$ cat src/rtl/muldiv_ctrl.sv
// muldiv_ctrl: multi-cycle sequencer for the RV32M operations in the execute stage.
//   Multiplies are held for MUL_CYCLES cycles. Divides/remainders run a restoring
//   shift-subtract divider that produces one quotient bit per cycle.
//
// Ports
//   clk_i       clock, rising edge
//   rst_ni      asynchronous active-low reset
//   start_i     request; op and operands valid this cycle
//   flush_i     kill the in-flight op (mispredict/trap); beats a same-cycle start
//   alu_ctrl_i  operation code. Bit 3 set marks an M op:
//                 8 MUL, 9 MULH, 10 MULHSU, 11 MULHU,
//                 12 DIV, 13 DIVU, 14 REM, 15 REMU.
//               Codes 0..7 belong to the single-cycle ALU and are ignored here.
//   a_i, b_i    rs1 / rs2 operands
//   busy_o      stall request to the hazard unit
//   done_o      one-cycle pulse; result_o valid
//   result_o    registered result, held until the next completion
//
// Build option
//   MULDIV_EARLY_OUT_EN: a dividend magnitude smaller than a nonzero divisor
//   magnitude completes on the fast path (quotient 0, remainder a).
//
// state  | meaning
// -------+-----------------------------------------------------------
// S_IDLE | nothing in flight
// S_MUL  | multiply in flight, counter MUL_CYCLES-1 down to 0
// S_DIV  | divide in flight, counter WIDTH-1 down to 0, one bit/cycle
// S_DONE | result valid for one cycle; a new start may be accepted

module muldiv_ctrl #(
    parameter int WIDTH      = 32,
    parameter int MUL_CYCLES = 2
) (
    input  logic             clk_i,
    input  logic             rst_ni,
    input  logic             start_i,
    input  logic             flush_i,
    input  logic [3:0]       alu_ctrl_i,
    input  logic [WIDTH-1:0] a_i,
    input  logic [WIDTH-1:0] b_i,
    output logic             busy_o,
    output logic             done_o,
    output logic [WIDTH-1:0] result_o
);

    localparam int CNT_W = $clog2(WIDTH);
    localparam logic [CNT_W-1:0] MUL_LOAD = CNT_W'(MUL_CYCLES - 1);
    localparam logic [CNT_W-1:0] DIV_LOAD = CNT_W'(WIDTH - 1);
    localparam logic [WIDTH-1:0] INT_MIN  = {1'b1, {(WIDTH-1){1'b0}}};

    typedef enum logic [1:0] {
        S_IDLE,
        S_MUL,
        S_DIV,
        S_DONE
    } state_e;

    state_e           state_q, state_d;
    logic [CNT_W-1:0] cnt_q, cnt_d;
    logic [1:0]       op_q, op_d;        // low opcode bits select the variant
    logic [WIDTH-1:0] opa_q, opa_d;
    logic [WIDTH-1:0] opb_q, opb_d;      // divisor magnitude while dividing
    logic [WIDTH-1:0] quot_q, quot_d;    // dividend shifts out as quotient shifts in
    logic [WIDTH-1:0] rem_q, rem_d;
    logic             qneg_q, qneg_d;
    logic             rneg_q, rneg_d;
    logic [WIDTH-1:0] result_q, result_d;

    // Decode of the incoming request
    logic             accept;
    logic             in_is_div, in_is_rem, in_signed;
    logic             in_a_neg, in_b_neg;
    logic [WIDTH-1:0] in_a_mag, in_b_mag;
    logic             b_zero, div_ovf, early_out, fast;
    logic [WIDTH-1:0] fast_res;

    assign accept    = start_i & alu_ctrl_i[3] & ~flush_i &
                       ((state_q == S_IDLE) | (state_q == S_DONE));
    assign in_is_div = alu_ctrl_i[2];
    assign in_is_rem = alu_ctrl_i[1];
    assign in_signed = ~alu_ctrl_i[0];
    assign in_a_neg  = in_signed & a_i[WIDTH-1];
    assign in_b_neg  = in_signed & b_i[WIDTH-1];
    assign in_a_mag  = in_a_neg ? -a_i : a_i;
    assign in_b_mag  = in_b_neg ? -b_i : b_i;
    assign b_zero    = (b_i == '0);
    assign div_ovf   = in_signed & (a_i == INT_MIN) & (b_i == '1);

`ifdef MULDIV_EARLY_OUT_EN
    assign early_out = ~b_zero & (in_a_mag < in_b_mag);
`else
    assign early_out = 1'b0;
`endif

    assign fast = in_is_div & (b_zero | div_ovf | early_out);

    always_comb begin
        fast_res = '0;
        if (b_zero) begin
            fast_res = in_is_rem ? a_i : '1;
        end else if (div_ovf) begin
            fast_res = in_is_rem ? '0 : INT_MIN;
        end else begin
            // early out: quotient 0, remainder is the dividend itself
            fast_res = in_is_rem ? a_i : '0;
        end
    end

    // Multiply datapath on the captured operands.
    // op_q: 00 MUL, 01 MULH, 10 MULHSU, 11 MULHU
    logic                   mul_a_sgn, mul_b_sgn;
    logic [2*WIDTH-1:0]     mul_a_ext, mul_b_ext, mul_prod;
    logic [WIDTH-1:0]       mul_res;

    assign mul_a_sgn = (op_q != 2'b11);
    assign mul_b_sgn = ~op_q[1];
    assign mul_a_ext = {{WIDTH{mul_a_sgn & opa_q[WIDTH-1]}}, opa_q};
    assign mul_b_ext = {{WIDTH{mul_b_sgn & opb_q[WIDTH-1]}}, opb_q};
    assign mul_prod  = mul_a_ext * mul_b_ext;
    assign mul_res   = (op_q == 2'b00) ? mul_prod[WIDTH-1:0] : mul_prod[2*WIDTH-1:WIDTH];

    // One restoring divide step. The partial remainder is WIDTH+1 bits so the
    // borrow out of the trial subtraction lands in the top bit.
    logic [WIDTH:0]   div_shift, div_diff;
    logic [WIDTH-1:0] div_rem_nx, div_quot_nx, div_q_fin, div_r_fin, div_res;

    assign div_shift   = {rem_q, quot_q[WIDTH-1]};
    assign div_diff    = div_shift - {1'b0, opb_q};
    assign div_rem_nx  = div_diff[WIDTH] ? div_shift[WIDTH-1:0] : div_diff[WIDTH-1:0];
    assign div_quot_nx = {quot_q[WIDTH-2:0], ~div_diff[WIDTH]};
    assign div_q_fin   = qneg_q ? -div_quot_nx : div_quot_nx;
    assign div_r_fin   = rneg_q ? -div_rem_nx : div_rem_nx;
    assign div_res     = op_q[1] ? div_r_fin : div_q_fin;

    always_comb begin
        state_d  = state_q;
        cnt_d    = cnt_q;
        op_d     = op_q;
        opa_d    = opa_q;
        opb_d    = opb_q;
        quot_d   = quot_q;
        rem_d    = rem_q;
        qneg_d   = qneg_q;
        rneg_d   = rneg_q;
        result_d = result_q;

        if (flush_i) begin
            state_d = S_IDLE;
        end else begin
            case (state_q)
                S_IDLE, S_DONE: begin
                    state_d = S_IDLE;
                    if (accept) begin
                        op_d = alu_ctrl_i[1:0];
                        if (fast) begin
                            state_d  = S_DONE;
                            result_d = fast_res;
                        end else if (in_is_div) begin
                            state_d = S_DIV;
                            cnt_d   = DIV_LOAD;
                            opa_d   = a_i;
                            opb_d   = in_b_mag;
                            quot_d  = in_a_mag;
                            rem_d   = '0;
                            qneg_d  = in_a_neg ^ in_b_neg;
                            rneg_d  = in_a_neg;
                        end else begin
                            state_d = S_MUL;
                            cnt_d   = MUL_LOAD;
                            opa_d   = a_i;
                            opb_d   = b_i;
                        end
                    end
                end
                S_MUL: begin
                    if (cnt_q == '0) begin
                        state_d  = S_DONE;
                        result_d = mul_res;
                    end else begin
                        cnt_d = cnt_q - CNT_W'(1);
                    end
                end
                S_DIV: begin
                    quot_d = div_quot_nx;
                    rem_d  = div_rem_nx;
                    if (cnt_q == '0) begin
                        state_d  = S_DONE;
                        result_d = div_res;
                    end else begin
                        cnt_d = cnt_q - CNT_W'(1);
                    end
                end
                default: state_d = S_IDLE;
            endcase
        end
    end

    always_ff @(posedge clk_i or negedge rst_ni) begin
        if (!rst_ni) begin
            state_q  <= S_IDLE;
            cnt_q    <= '0;
            op_q     <= '0;
            opa_q    <= '0;
            opb_q    <= '0;
            quot_q   <= '0;
            rem_q    <= '0;
            qneg_q   <= 1'b0;
            rneg_q   <= 1'b0;
            result_q <= '0;
        end else begin
            state_q  <= state_d;
            cnt_q    <= cnt_d;
            op_q     <= op_d;
            opa_q    <= opa_d;
            opb_q    <= opb_d;
            quot_q   <= quot_d;
            rem_q    <= rem_d;
            qneg_q   <= qneg_d;
            rneg_q   <= rneg_d;
            result_q <= result_d;
        end
    end

    // The accepting cycle stalls combinationally; DONE already releases the stall.
    assign busy_o   = (state_q == S_MUL) | (state_q == S_DIV) | accept;
    assign done_o   = (state_q == S_DONE);
    assign result_o = result_q;

endmodule

$ cat config.mk
export PLATFORM = sky130hd
export DESIGN_NAME = muldiv_ctrl
export DESIGN_NICKNAME = d
export VERILOG_FILES = /design/src/rtl/muldiv_ctrl.sv
export SDC_FILE = /design/constraint.sdc
export NUM_CORES = 2
export LEC_CHECK = 0
export BUFFER_PORTS_ARGS = -buffer_cell sky130_fd_sc_hd__buf_2
export CAP_MARGIN = 20
export CORE_MARGIN = 4
export CORE_UTILIZATION = 50
export DETAILED_ROUTE_END_ITERATION = 8
export PLACE_DENSITY = 0.78
export SLEW_MARGIN = 20
export SYNTH_ARGS = -nofsm -noshare
export SYNTH_HDL_FRONTEND = slang
export SYNTH_SLANG_ARGS = --single-unit
$ cat constraint.sdc
create_clock -name clk_i -period 24.6 [get_ports clk_i]
set_clock_uncertainty 0.1 [all_clocks]
set_input_delay 2.46 -clock clk_i [delete_from_list [all_inputs] [get_ports clk_i]]
set_output_delay 2.46 -clock clk_i [all_outputs]
set_load 0.005 [all_outputs]
======== Word-level counts from Yosys, hierarchy flattened ========
Cells that the tools add are included.
cells by class
  add/subtract/negate cells ............... 6
  muxes and demuxes ....................... 37
  bitwise gates (word level) .............. 20
  reductions and logical operators ........ 13
  multipliers ............................. 1
  eq/ne operators ......................... 14
operator list
  kind                                                                      count
  32-bit 2-to-1 mux                                                         23
  32-bit negator                                                            4
  32-bit one-hot mux with 2 select lines                                    2
  32-bit one-hot mux with 3 select lines                                    1
  32-bit equality test (second input constant)                              2
  33-bit by 33-bit multiplier with 64-bit output                            1
  33-bit by 32-bit subtractor with 33-bit output                            1
  32-bit logical NOT                                                        1
  5-bit 2-to-1 mux                                                          4
  2-bit inequality test (second input constant)                             8
  5-bit AND reduction                                                       3
  1-bit AND                                                                 10
  2-bit 2-to-1 mux                                                          5
  5-bit one-hot mux with 2 select lines                                     1
  4-bit AND reduction                                                       2
  5-bit logical NOT                                                         1
  1-bit inverter                                                            5
  5-bit by 1-bit subtractor with 5-bit output (second input constant)       1
  2-bit equality test (second input constant)                               2
  2-bit logical NOT                                                         2
  1-bit bitwise OR                                                          4
  2-bit one-hot mux with 2 select lines                                     1
  2-bit OR reduction                                                        2
  3-bit by 1-bit inequality test with 1-bit output (second input constant)  1
  other kinds (4)                                                           4
word-level totals
  register bits ........................... 171
  logic and storage cells ................. 101
  input port bits ......................... 72

======== Longest topological paths before layout ========
  depth after elaboration ................. 9
  gate-level depth with buffers ........... 31
  gate-level depth less buffers ........... 29

======== Least setup slack after synthesis ========
No wires, ideal clock.
  path type ............................... reg2reg
  start ................................... register opa_q[31]
  end ..................................... register result_q[27] (netlist: result_o[27])
  cell stages (with the launch flop) ...... 29
  required time ........................... 24.374 ns
  arrival time ............................ 8.485 ns
  path slack .............................. 15.889 ns
  clock period less this slack ............ 8.711 ns
  path through ............................ dfrtp_1 > a21boi_0 > clkbuf_1 > clkbuf_1 > nand2_1 > fa_1 > fa_1 > inv_1 > fa_1 > inv_1 > fa_1 > inv_1 > fa_1 > fa_1 > fa_1 > inv_1 > fa_1 > inv_1 > ha_1 > nand4_1 > or3_1 > nor3_1 > o21a_1 > o21ba_2 > o221ai_1 > and3_1 > o21ai_0 > a21oi_1 > o32a_1
between the ends
  word-level cells in the longest chain between the ends .. 5
RTL lines
  item                                                RTL line  source
  start: declaration                                  61        logic [WIDTH-1:0] opa_q, opa_d;
  start signal: assignment                            214       opa_q <= opa_d;
  1-bit AND                                           117       assign mul_a_ext = {{WIDTH{mul_a_sgn & opa_q[WIDTH-1]}}, opa_q};
  33-bit by 33-bit multiplier with 64-bit output (*)  119       assign mul_prod = mul_a_ext * mul_b_ext;
  32-bit 2-to-1 mux (*)                               120       assign mul_res = (op_q == 2'b00) ? mul_prod[WIDTH-1:0] : mul_prod[2*WIDTH-1:WIDTH];
  32-bit 2-to-1 mux (*)                               176       if (cnt_q == '0) begin
  32-bit one-hot mux with 3 select lines (*)          150       case (state_q)
  end signal: assignment                              220       result_q <= result_d;
  end: declaration                                    67        logic [WIDTH-1:0] result_q, result_d;
Every way passes the cells marked *; elsewhere a longest branch is shown, timed or not. The select of a mux whose other input is x is not followed.
A chain may end at the register's enable or synchronous reset.

======== Final worst setup path ========
  start ................................... register op_q[1]
  end ..................................... register result_q[15] (netlist: result_o[15])
between the ends
  word-level cells in the longest chain between the ends .. 6
RTL lines
  item                                                     RTL line  source
  start: declaration                                       60        logic [1:0] op_q, op_d;
  start signal: assignment                                 213       op_q <= op_d;
  2-bit inequality test or 1-bit inverter (tied branches)  115, 116
  1-bit AND (on tied branches)                             117, 118
  33-bit by 33-bit multiplier with 64-bit output           119
  32-bit 2-to-1 mux                                        120
  32-bit 2-to-1 mux                                        176
  32-bit one-hot mux with 3 select lines (*)               150
Marked as above.

==> impl_summary.txt <==
----------------------------------------------------
[STA]
  Final number of setup-violating endpoints ... 0
  Hold violation count in the final report ... 0
  Final Cycle Share ... 0.397
  RSZ-0062 raised after global routing ... false
  Highest clock rate ... 102 MHz
  Final period demand of the worst path ... around 10 ns
  Slew Limit Headroom ... 0.189
  Slew Viols, Final ... 0
  Slew at the pin closest to its max-slew limit ... around 1.2 ns
  Total negative setup slack ... 0 ns

[Clock network]
  TritonCTS buffer count ... 17
  Post-CTS Setup Inserts ... 0
  Clock root buffer ... sky130_fd_sc_hd__clkbuf_16
  CTS max path bufs ... 2
  Gates resized, CTS repair ... 0
  Sinks on Clock Net ... 171
  Number of buffers inserted by hold repair at cts ... 0
  Clock-pin slew of the registers on the worst-case setup and hold paths ... 0.06 ns
  Max H-tree Level ... 4
  CTS tree ... done
  Clk Latency, worst-skew pair ... 0.45 ns

[Yosys]
  Number of nets in the synthesized netlist ... 7403
  Mean post-synth cell area ... 8.70 µm²
  Most used flip-flop cell after synthesis ... sky130_fd_sc_hd__dfrtp_1
  Cells taking the most area after synthesis ... sky130_fd_sc_hd__fa_1, sky130_fd_sc_hd__inv_1, sky130_fd_sc_hd__dfrtp_1
  Post-Syn Instances ... between 5000 and 6000
  Yosys cell types ... 97
  Yosys top cell area share ... 0.435
  Cell type with the highest aggregate area in the netlist ... sky130_fd_sc_hd__fa_1
  Netlist Area Pre-Place ... 0.0518 mm²
  Async SR Flop Fraction ... 1.00
  Flops & latches, synth ... 171
  Sequential cell area fraction in the yosys report ... 0.0827
  Cell types with the highest counts after synthesis ... sky130_fd_sc_hd__inv_1, sky130_fd_sc_hd__fa_1, sky130_fd_sc_hd__nand2_1
  Yosys warns ... 0
  EDFF count, synth ... 0
  Most frequent cell after synthesis ... sky130_fd_sc_hd__inv_1

[GRT]
  Largest net degree at the start of global routing ... 126
  GRT Util Overall ... 0.296
  Vias in the first global route ... 44623
  Sum of overflow across all layers after global routing ... 0
  Antenna violations before repair ... 8
  First-pass GRT wire length ... 251000 µm

[Die]
  Core box area ... slightly above 0.1 mm²
  Starting utilization of the core area ... 0.506
  Vertical die dimension ... 330 µm
  Die Footprint ... 0.109 mm²
  Floorplan die width ... 330 µm
  Top-level port count ... 106
  Row cnt ... 117

[Finish]
  Ratio of cells with drive above 1 in the final layout ... 0.0521
  Number of fill cells ... a little over 9000
  Area occupied by registers ... roughly 0.0043 mm²
  Nets ... a little over 7000
  Area taken by multi-input logic gates ... 0.0418 mm²
  Final design area excluding fillers ... ~0.054 mm²
  Area added between synthesis and finish ... 4.23%

[Detailed routing]
  First-pass iteration count of the detailed router ... 8
  Count of unresolved DRC violations after routing ... 0
  Total number of vias ... 42036
  Antenna violation net count after detailed routing ... 0
  Routed len/inst ... ~22 µm
  Total wirelength of the detailed-routed design ... between 150000 and 200000 µm
  Average via count per standard cell ... roughly 5.8
  Initial DRC count ... ~4200

[Worst setup path]
  Arrival time of the worst setup path ... 9.99 ns
  Max Fanout on Critical Path ... 48
  Endpoint required time on the critical path ... 24.83 ns
  FF-to-FF path depth ... 26
  Startpoint types ... flop
  CP Class ... reg -> reg
  Register-to-register path setup slack ... 14.84 ns
  Kind of end point of the critical path ... flop

[Placed design]
  Post-DP HPWL ... 123000 µm
  Global placer's final weighted congestion ... roughly 1.1
  Placed standard-cell area ... approximately 0.053 mm²
  PortBufs ... 105

[Hold path]
  Worst min-delay path class ... reg -> reg
  Hold-critical path depth ... 1

[Run]
  MaxCap Viol Count ... 0

[Status]
  Run status ... finished clean

----------------------------------------------------
[sequential cells by signal (all words and copies together) (netlist names)]
signal	cells
rem_q	32
op_q	2
result_o	32
rneg_q	1
quot_q	32
opb_q	32
opa_q	32
qneg_q	1
state_q	2
cnt_q	5
[routing by layer]
metal	share of wire	global-route usage
met3	0.10	0.0603
met5	0.00013	0
met4	0.048	0.123
met2	0.46	0.473
met1	0.39	0.397
[area by class of cell]
class | count | share of cell area
sequential | 171 | 0.0794
tap | 1368 | 0.0317
multi-input combinational | 4264 | 0.775
clock inverter | 10 | 0.00172
timing repair buffer | 187 | 0.0213
clock buffer | 21 | 0.00835
inverter | 1185 | 0.0824
antenna | 4 | 0.000186
[stage by stage]
| stage | setup slack [ns] | util | cells | hold WS (ns) |
|---|---|---|---|---|
| global route | 14.36 | 0.527 | 7206 | 0.416 |
| CTS | 14.79 | 0.527 | 7206 | 0.397 |
| floorplan | 15.89 | - | 5951 | 0.371 |
| global placement | 15.03 | 0.522 | 7175 | 0.372 |
| finish | 14.84 | 0.527 | 7210 | 0.398 |
| detailed placement | 14.80 | 0.522 | 7175 | 0.383 |
[critical path: stages, from the launching register on]
cell	delay [ns]
sky130_fd_sc_hd__dfrtp_1	0.32
sky130_fd_sc_hd__buf_4	0.45
sky130_fd_sc_hd__inv_1	0.51
sky130_fd_sc_hd__nand2_1	0.18
sky130_fd_sc_hd__buf_4	0.34
sky130_fd_sc_hd__nor2_1	0.11
sky130_fd_sc_hd__fa_1	0.52
sky130_fd_sc_hd__fa_1	0.43
sky130_fd_sc_hd__fa_1	0.52
sky130_fd_sc_hd__fa_1	0.45
sky130_fd_sc_hd__fa_1	0.51
sky130_fd_sc_hd__fa_1	0.47
sky130_fd_sc_hd__fa_1	0.51
sky130_fd_sc_hd__inv_1	0.05
sky130_fd_sc_hd__fa_1	0.50
sky130_fd_sc_hd__inv_1	0.06
sky130_fd_sc_hd__ha_1	0.38
sky130_fd_sc_hd__a21oi_1	0.30
sky130_fd_sc_hd__nand3_1	0.16
sky130_fd_sc_hd__a2111oi_0	1.02
sky130_fd_sc_hd__a21oi_1	0.32
sky130_fd_sc_hd__a31o_2	0.34
sky130_fd_sc_hd__a21oi_1	0.20
sky130_fd_sc_hd__xnor2_1	0.16
sky130_fd_sc_hd__a31oi_1	0.28
sky130_fd_sc_hd__o221ai_1	0.19
sky130_fd_sc_hd__a22o_1	0.22
[cells in the final DEF (no fill, tap or decap), types with 17 or more instances in the layout]
master and instances:
sky130_fd_sc_hd__xor2_1 73, sky130_fd_sc_hd__o21a_1 20, sky130_fd_sc_hd__buf_2 104, sky130_fd_sc_hd__and3_1 22, sky130_fd_sc_hd__o41ai_1 18, sky130_fd_sc_hd__nor2_1 220, sky130_fd_sc_hd__dfrtp_1 167, sky130_fd_sc_hd__a21oi_1 201
sky130_fd_sc_hd__a21o_1 40, sky130_fd_sc_hd__clkbuf_16 17, sky130_fd_sc_hd__ha_1 253, sky130_fd_sc_hd__nand2b_1 29, sky130_fd_sc_hd__o31ai_1 56, sky130_fd_sc_hd__mux2i_1 30, sky130_fd_sc_hd__a31oi_1 20, sky130_fd_sc_hd__inv_1 1184
sky130_fd_sc_hd__buf_4 82, sky130_fd_sc_hd__or3_1 41, sky130_fd_sc_hd__nor3_1 46, sky130_fd_sc_hd__and2_1 372, sky130_fd_sc_hd__xnor2_1 118, sky130_fd_sc_hd__nor4_1 18, sky130_fd_sc_hd__mux2_2 39, sky130_fd_sc_hd__nand4_1 32
sky130_fd_sc_hd__o21ai_0 230, sky130_fd_sc_hd__fa_1 1125, sky130_fd_sc_hd__nand2_1 944, sky130_fd_sc_hd__o211ai_1 30, sky130_fd_sc_hd__nand3_1 46
[cell families after synthesis]
kind of cell / share of synthesized area
fa+ha+maj: 0.497
xor+xnor: 0.0323
simple gates: 0.165
compound gates: 0.0980
buf+inv: 0.111
flops: 0.0827
mux: 0.0143
[worst paths after layout]
path / startpoint / endpoint
worst max-delay path: op_q[1]$_DFFE_PN0P_ / result_o[15]$_DFFE_PN0P_
worst min-delay path: result_o[27]$_DFFE_PN0P_ / result_o[27]$_DFFE_PN0P_
worst max register to register: op_q[1]$_DFFE_PN0P_ / result_o[15]$_DFFE_PN0P_
worst min register to register: result_o[27]$_DFFE_PN0P_ / result_o[27]$_DFFE_PN0P_
max in group asynchronous: rst_ni / opb_q[27]$_DFFE_PN0P_
min in group asynchronous: rst_ni / rem_q[3]$_DFFE_PN0P_
Power is left out: the tool's default activity adds up to more than one toggle a clock period on the data nets, which glitch-free logic cannot reach.
